==> src/rtl/pe_seq_ctrl.sv <==
// pe_seq_ctrl: sequences a chain of N_PE MAC PEs through clear, weight load, compute and drain.
// Optional macro PE_SEQ_CTRL_WREUSE_EN adds reuse_w, letting a job keep the previous job's weights.
module pe_seq_ctrl #(
   parameter int N_PE     = 8,
   parameter int PIPE_LAT = N_PE + 1,
   parameter int LEN_W    = 16
) (
   input  logic                clk,
   input  logic                rst,
   input  logic                start,
   input  logic [LEN_W-1:0]    cfg_len,
`ifdef PE_SEQ_CTRL_WREUSE_EN
   input  logic                reuse_w,
`endif
   output logic                busy,
   output logic                done,
   output logic                w_req,
   input  logic                w_vld,
   input  logic [7:0]          w_data,
   output logic                d_req,
   input  logic                d_vld,
   input  logic [7:0]          d_data,
   output logic [N_PE-1:0]     pe_w_en,
   output logic [7:0]          pe_w_in,
   output logic [7:0]          pe_d_in,
   output logic                pe_en_pu,
   output logic                pe_en_in,
   output logic                pe_zero_en,
   input  logic signed [31:0]  chain_out,
   output logic signed [31:0]  res_data,
   output logic                res_vld,
   output logic [2:0]          state_dbg
);

   // Handshakes: a weight byte moves in any cycle with w_req && w_vld, an activation
   // beat in any cycle with d_req && d_vld; req never waits on vld. res_* has no ready.

   localparam int WIDX_W = (N_PE > 1) ? $clog2(N_PE) : 1;

   localparam logic [2:0] S_IDLE    = 3'd0;
   localparam logic [2:0] S_CLEAR   = 3'd1;
   localparam logic [2:0] S_WLOAD   = 3'd2;
   localparam logic [2:0] S_COMPUTE = 3'd3;
   localparam logic [2:0] S_DRAIN   = 3'd4;
   localparam logic [2:0] S_DONE    = 3'd5;

   localparam logic [N_PE-1:0]   PE0_SEL  = {{(N_PE-1){1'b0}}, 1'b1};
   localparam logic [WIDX_W-1:0] WIDX_END = WIDX_W'(N_PE - 1);

   logic [2:0]          state;
   logic [2:0]          state_nxt;
   logic [LEN_W-1:0]    len_q;
   logic [LEN_W-1:0]    beat_cnt;
   logic [WIDX_W-1:0]   w_idx;
   logic [PIPE_LAT-1:0] vsr;
   logic                reuse_q;

   logic w_xfer;
   logic d_xfer;
   logic w_last;
   logic d_last;
   logic len_zero;
   logic in_pipe;

   assign w_xfer   = (state == S_WLOAD) && w_vld;
   assign d_xfer   = (state == S_COMPUTE) && d_vld;
   assign w_last   = (w_idx == WIDX_END);
   assign d_last   = ((beat_cnt + LEN_W'(1)) == len_q);
   assign len_zero = (len_q == '0);
   assign in_pipe  = (state == S_COMPUTE) || (state == S_DRAIN);

   always_comb begin
      state_nxt = state;
      case (state)
         S_IDLE: begin
            if (start) state_nxt = S_CLEAR;
         end
         S_CLEAR: begin
            if (reuse_q) state_nxt = len_zero ? S_DRAIN : S_COMPUTE;
            else         state_nxt = S_WLOAD;
         end
         S_WLOAD: begin
            if (w_xfer && w_last) state_nxt = len_zero ? S_DRAIN : S_COMPUTE;
         end
         S_COMPUTE: begin
            if (d_xfer && d_last) state_nxt = S_DRAIN;
         end
         S_DRAIN: begin
            // Leave only once every accepted beat has surfaced at res_vld.
            if (vsr == '0) state_nxt = S_DONE;
         end
         S_DONE: begin
            state_nxt = S_IDLE;
         end
         default: begin
            state_nxt = S_IDLE;
         end
      endcase
   end

   always_ff @(posedge clk or negedge rst) begin
      if (!rst) begin
         state    <= S_IDLE;
         len_q    <= '0;
         beat_cnt <= '0;
         w_idx    <= '0;
         vsr      <= '0;
      end else begin
         state <= state_nxt;
         if ((state == S_IDLE) && start) len_q <= cfg_len;

         if (state == S_CLEAR)  w_idx <= '0;
         else if (w_xfer)       w_idx <= w_last ? '0 : w_idx + WIDX_W'(1);

         if (state == S_CLEAR)  beat_cnt <= '0;
         else if (d_xfer)       beat_cnt <= beat_cnt + LEN_W'(1);

         // One bit per accepted beat travels PIPE_LAT stages alongside the PE chain.
         if (in_pipe) vsr <= PIPE_LAT'({vsr, d_xfer});
         else         vsr <= '0;
      end
   end

`ifdef PE_SEQ_CTRL_WREUSE_EN
   always_ff @(posedge clk or negedge rst) begin
      if (!rst) begin
         reuse_q <= 1'b0;
      end else if ((state == S_IDLE) && start) begin
         reuse_q <= reuse_w;
      end
   end
`else
   assign reuse_q = 1'b0;
`endif

   always_comb begin
      busy       = (state == S_CLEAR) || (state == S_WLOAD) || in_pipe;
      done       = (state == S_DONE);
      w_req      = (state == S_WLOAD);
      d_req      = (state == S_COMPUTE);
      pe_w_en    = w_xfer ? (PE0_SEL << w_idx) : '0;
      pe_w_in    = w_xfer ? w_data : 8'd0;
      pe_d_in    = d_xfer ? d_data : 8'd0;
      pe_en_pu   = in_pipe;
      pe_en_in   = d_xfer;
      pe_zero_en = (state == S_CLEAR);
      res_vld    = vsr[PIPE_LAT-1];
      res_data   = in_pipe ? chain_out : 32'sd0;
      state_dbg  = state;
   end

endmodule

==> config.mk <==
export PLATFORM = sky130hd
export DESIGN_NAME = pe_seq_ctrl
export DESIGN_NICKNAME = d
export VERILOG_FILES = /design/src/rtl/pe_seq_ctrl.sv
export SDC_FILE = /design/constraint.sdc
export NUM_CORES = 1
export LEC_CHECK = 0
export ABC_AREA = 1
export ABC_CLOCK_PERIOD_IN_PS = 1580
export CAP_MARGIN = 20
export CORE_MARGIN = 8
export CORE_UTILIZATION = 39
export DETAILED_ROUTE_END_ITERATION = 10
export PLACE_DENSITY_LB_ADDON = 0.1
export SLEW_MARGIN = 20
export SYNTH_ARGS = -nofsm -noshare
export SYNTH_HDL_FRONTEND = slang
export SYNTH_SLANG_ARGS = --single-unit
==> constraint.sdc <==
create_clock -name clk -period 1.58 [get_ports clk]
set_input_delay 0.237 -clock clk [delete_from_list [all_inputs] [get_ports clk]]
set_output_delay 0.237 -clock clk [all_outputs]
set_load 0.005 [all_outputs]
==> results.toml <==
[status]
status = "finished, violations left"
violations = "setup timing"

[yosys]
synth_top_cell_area_share_pct = 37.7
yosysSeqAreaShare_pct = 37.7
netlist_area_mm2 = 0.00312
synthCells = 466
synth_cell_types = 31
yosysTopAreaCell = "dfrtp_1"
syn_nets = 542
synth-seq-cells = 47
yosys-top-cells-area = "dfrtp_1 (38%), inv_1 (13%), nor2_1 (11%)"
syn_area_per_cell_um2 = 6.70
synth.most_common_cell = "inv_1"
synth_edf_count = 0
ys_warn_count = 0
synthArstFlopShare_pct = 100
ys.flop_type = "dfrtp_1"
yosys-top-cells-count = "inv_1 (106), nor2_1 (89), nand2_1 (71)"

[power_and_ir_drop]
cellLeakagePower_uw = 0.00302
p_per_area_mw_per_mm2 = 1400
ir_drop_mv = 1.00

[detailed_routing]
route.detailed.drc = 0
routed.top_layer = "met4"
wl_per_cell_um = 17.9
firstDrtPassIters = 5
antenna_left = 0
viasPerCell = 5.11
drt-total-wl_um = 14200
wl_met1_um = 5220
wl_met3_um = 654
num_vias = 4049
dr.first_iter.drc_count = 269
dr_wl_met2_um = 7830

[timing]
setup-violations-final = 87
period_needed_ns = 2.03
final.setup_skew_ns = 0.0111
period_share_pct = 128
rsz0062_at_grt = "true"
hold_viol_final = 0
slew_headroom_pct = 68.5
setup_slack_ns = -0.448
fmax_mhz = 493
final_max_slew_viol_count = 0
worst_pin_slew_ns = 0.468

[setup_path]
start_kind = "flop"
worstSetupPathType = "flop to output port"
ff2ff_path_depth = 12
crit_fanout = 4
worstPathRequired_ns = 1.34
worst_setup_path_end_kind = "output port"
crit_arrival_ns = 1.79

[floorplan]
dieArea_mm2 = 0.0111
num_rows = 32
die_w_um = 105
io_pins = 136
initial_core_util_pct = 40.4
core_region_area_mm2 = 0.00773
die_h_um = 105

[grt]
antenna_found_initial = 0
grtUsageTotal_pct = 22.1
grt_pass1_vias = 4112
grt_max_degree = 34
overflow = 0
grt_first_pass_wirelength_um = 20000

[place]
dp_hpwl_um = 8780
io_buffers = 135
pre_cts_ws_ns = -0.377
place_inst = 749
gp_congestion = 0.864
placed_area_mm2 = 0.00502

[final_layout]
final_util_pct = 79.6
final_cell_area_mm2 = 0.00615
nets = 765
nFillCells = 483
stdcell_count = 792
drive_gt1_share_pct = 42.2
area_delta_synth_final_pct = 97.0
n_antenna_cell = 0

[clocking]
cts_num_sinks = 47
cts_inserted_buffers = 5
tritoncts = "done"
max-clock-path-buffers = 2
clock_latency_ns = 0.32
clk_pin_slew_worst_paths_ns = 0.10
htreeDepth = 2
cts_root_buf = "clkbuf_8"

[run]
max-cap-violations = 0

[min_path]
min_path_type = "primary input to async pin"
==> final cells by class <==
cell class                      count  area [µm²]  area share (%)
Clock buffer                        6        82.6            1.34
Clock inverter                      2        35.0           0.570
Inverter                          109         424            6.90
Multi-Input combinational cell    300        2210            36.0
Tap cell                          102         128            2.08
Timing Repair inverter              1        8.76           0.142
Timing Repair Buffer              225        2080            33.8
Sequential cell                    47        1180            19.2
==> per-layer routing <==
layer / vias up / global-route usage, %
met5: - / 0
met4: 0 / 8.36
met3: 36 / 4.93
met2: 146 / 40.6
met1: 1978 / 24.2
li1: 1889 / -
==> critical path, stage by stage (launching register included) <==
cell       delay [ns]
dfrtp_1          0.43
inv_2            0.10
nand2_4          0.08
nor2_4           0.18
buf_6            0.13
nor2_4           0.04
buf_8            0.14
clkbuf_16        0.16
nor2_4           0.07
buf_2            0.13
==> sequential cells by signal, indices dropped and copies added, names as in the netlist <==
| name | cells |
|---|---|
| beat_cnt | 16 |
| len_q | 16 |
| vsr | 9 |
| state_dbg | 3 |
| w_idx | 3 |
==> kinds of logic after synthesis <==
logic type / Yosys count / synth area share [%]
AO/OA/AOI/OAI: 41 / 7.42
AND/OR/NAND/NOR: 241 / 34.6
buffers and inverters: 121 / 14.8
multiplexers: 3 / 1.08
flip-flops: 47 / 37.7
adder cells (fa/ha/maj): 7 / 2.81
XOR/XNOR: 6 / 1.68
==> per-stage QoR <==
step / hold WS [ns] / TNS [ns] / power (µW)
detailed placement: 0.182 / -16.48 / 5390
floorplan: -0.0586 / -0.174 / 3310
global route: 0.432 / -27.53 / 9020
finish: 0.367 / -22.59 / 8590
global placement: 0.174 / -15.26 / 5320
CTS: 0.381 / -15.80 / 7320
==> where the power goes <==
part | total [µW] | switching [µW] | internal (µW)
clock network | 949 | 437 | 513
registers | 1780 | 273 | 1500
logic | 5860 | 3020 | 2840
total | 8590 | 3730 | 4860
==> final timing paths <==
check / from / slack (ns) / endpoint
worst max register to register: beat_cnt[2]$_DFFE_PN0P_ / -0.43 / state_dbg[2]$_DFFE_PN0P_
max in group asynchronous: rst / 0.68 / state_dbg[1]$_DFFE_PN0P_
worst max-delay path: state_dbg[2]$_DFFE_PN0P_ / -0.45 / res_data[28]
worst min-delay path: rst / 0.37 / beat_cnt[5]$_DFFE_PN0P_
min in group clk: cfg_len[3] / 0.49 / len_q[3]$_DFFE_PN0P_
worst min register to register: vsr[5]$_DFF_PN0_ / 0.54 / vsr[6]$_DFF_PN0_
==> timing repair <==
action / in CTS / in global routing
setup endpoints to repair: 83 / 90
resized for setup: 358 / 151
hold buffers: 1 / 0
buffers inserted: 21 / 16
gates cloned: 7 / 1
hold endpoints to repair: 14 / 0
pin swaps: 23 / 20
==> placed cells by master (no fill, tap or decap), types with 4 or more instances in the layout <==
| cell | count |
|---|---|
| xor2_1 | 5 |
| nor3_4 | 6 |
| inv_1 | 99 |
| nor2_4 | 61 |
| nand2_2 | 7 |
| buf_6 | 42 |
| clkbuf_8 | 6 |
| buf_16 | 4 |
| ha_1 | 4 |
| o21ai_0 | 4 |
| o21ai_1 | 4 |
| buf_12 | 5 |
| o21ai_2 | 4 |
| dfrtp_1 | 45 |
| inv_2 | 6 |
| a21oi_1 | 14 |
| nand2_4 | 6 |
| nor3_2 | 4 |
| nand4_1 | 13 |
| nor2_2 | 8 |
| nor2_1 | 27 |
| nand3_1 | 39 |
| buf_2 | 49 |
| clkdlybuf4s50_1 | 68 |
| buf_4 | 50 |
| nand2_1 | 63 |
| o22ai_2 | 9 |
Power figures use the tool's default switching activity.
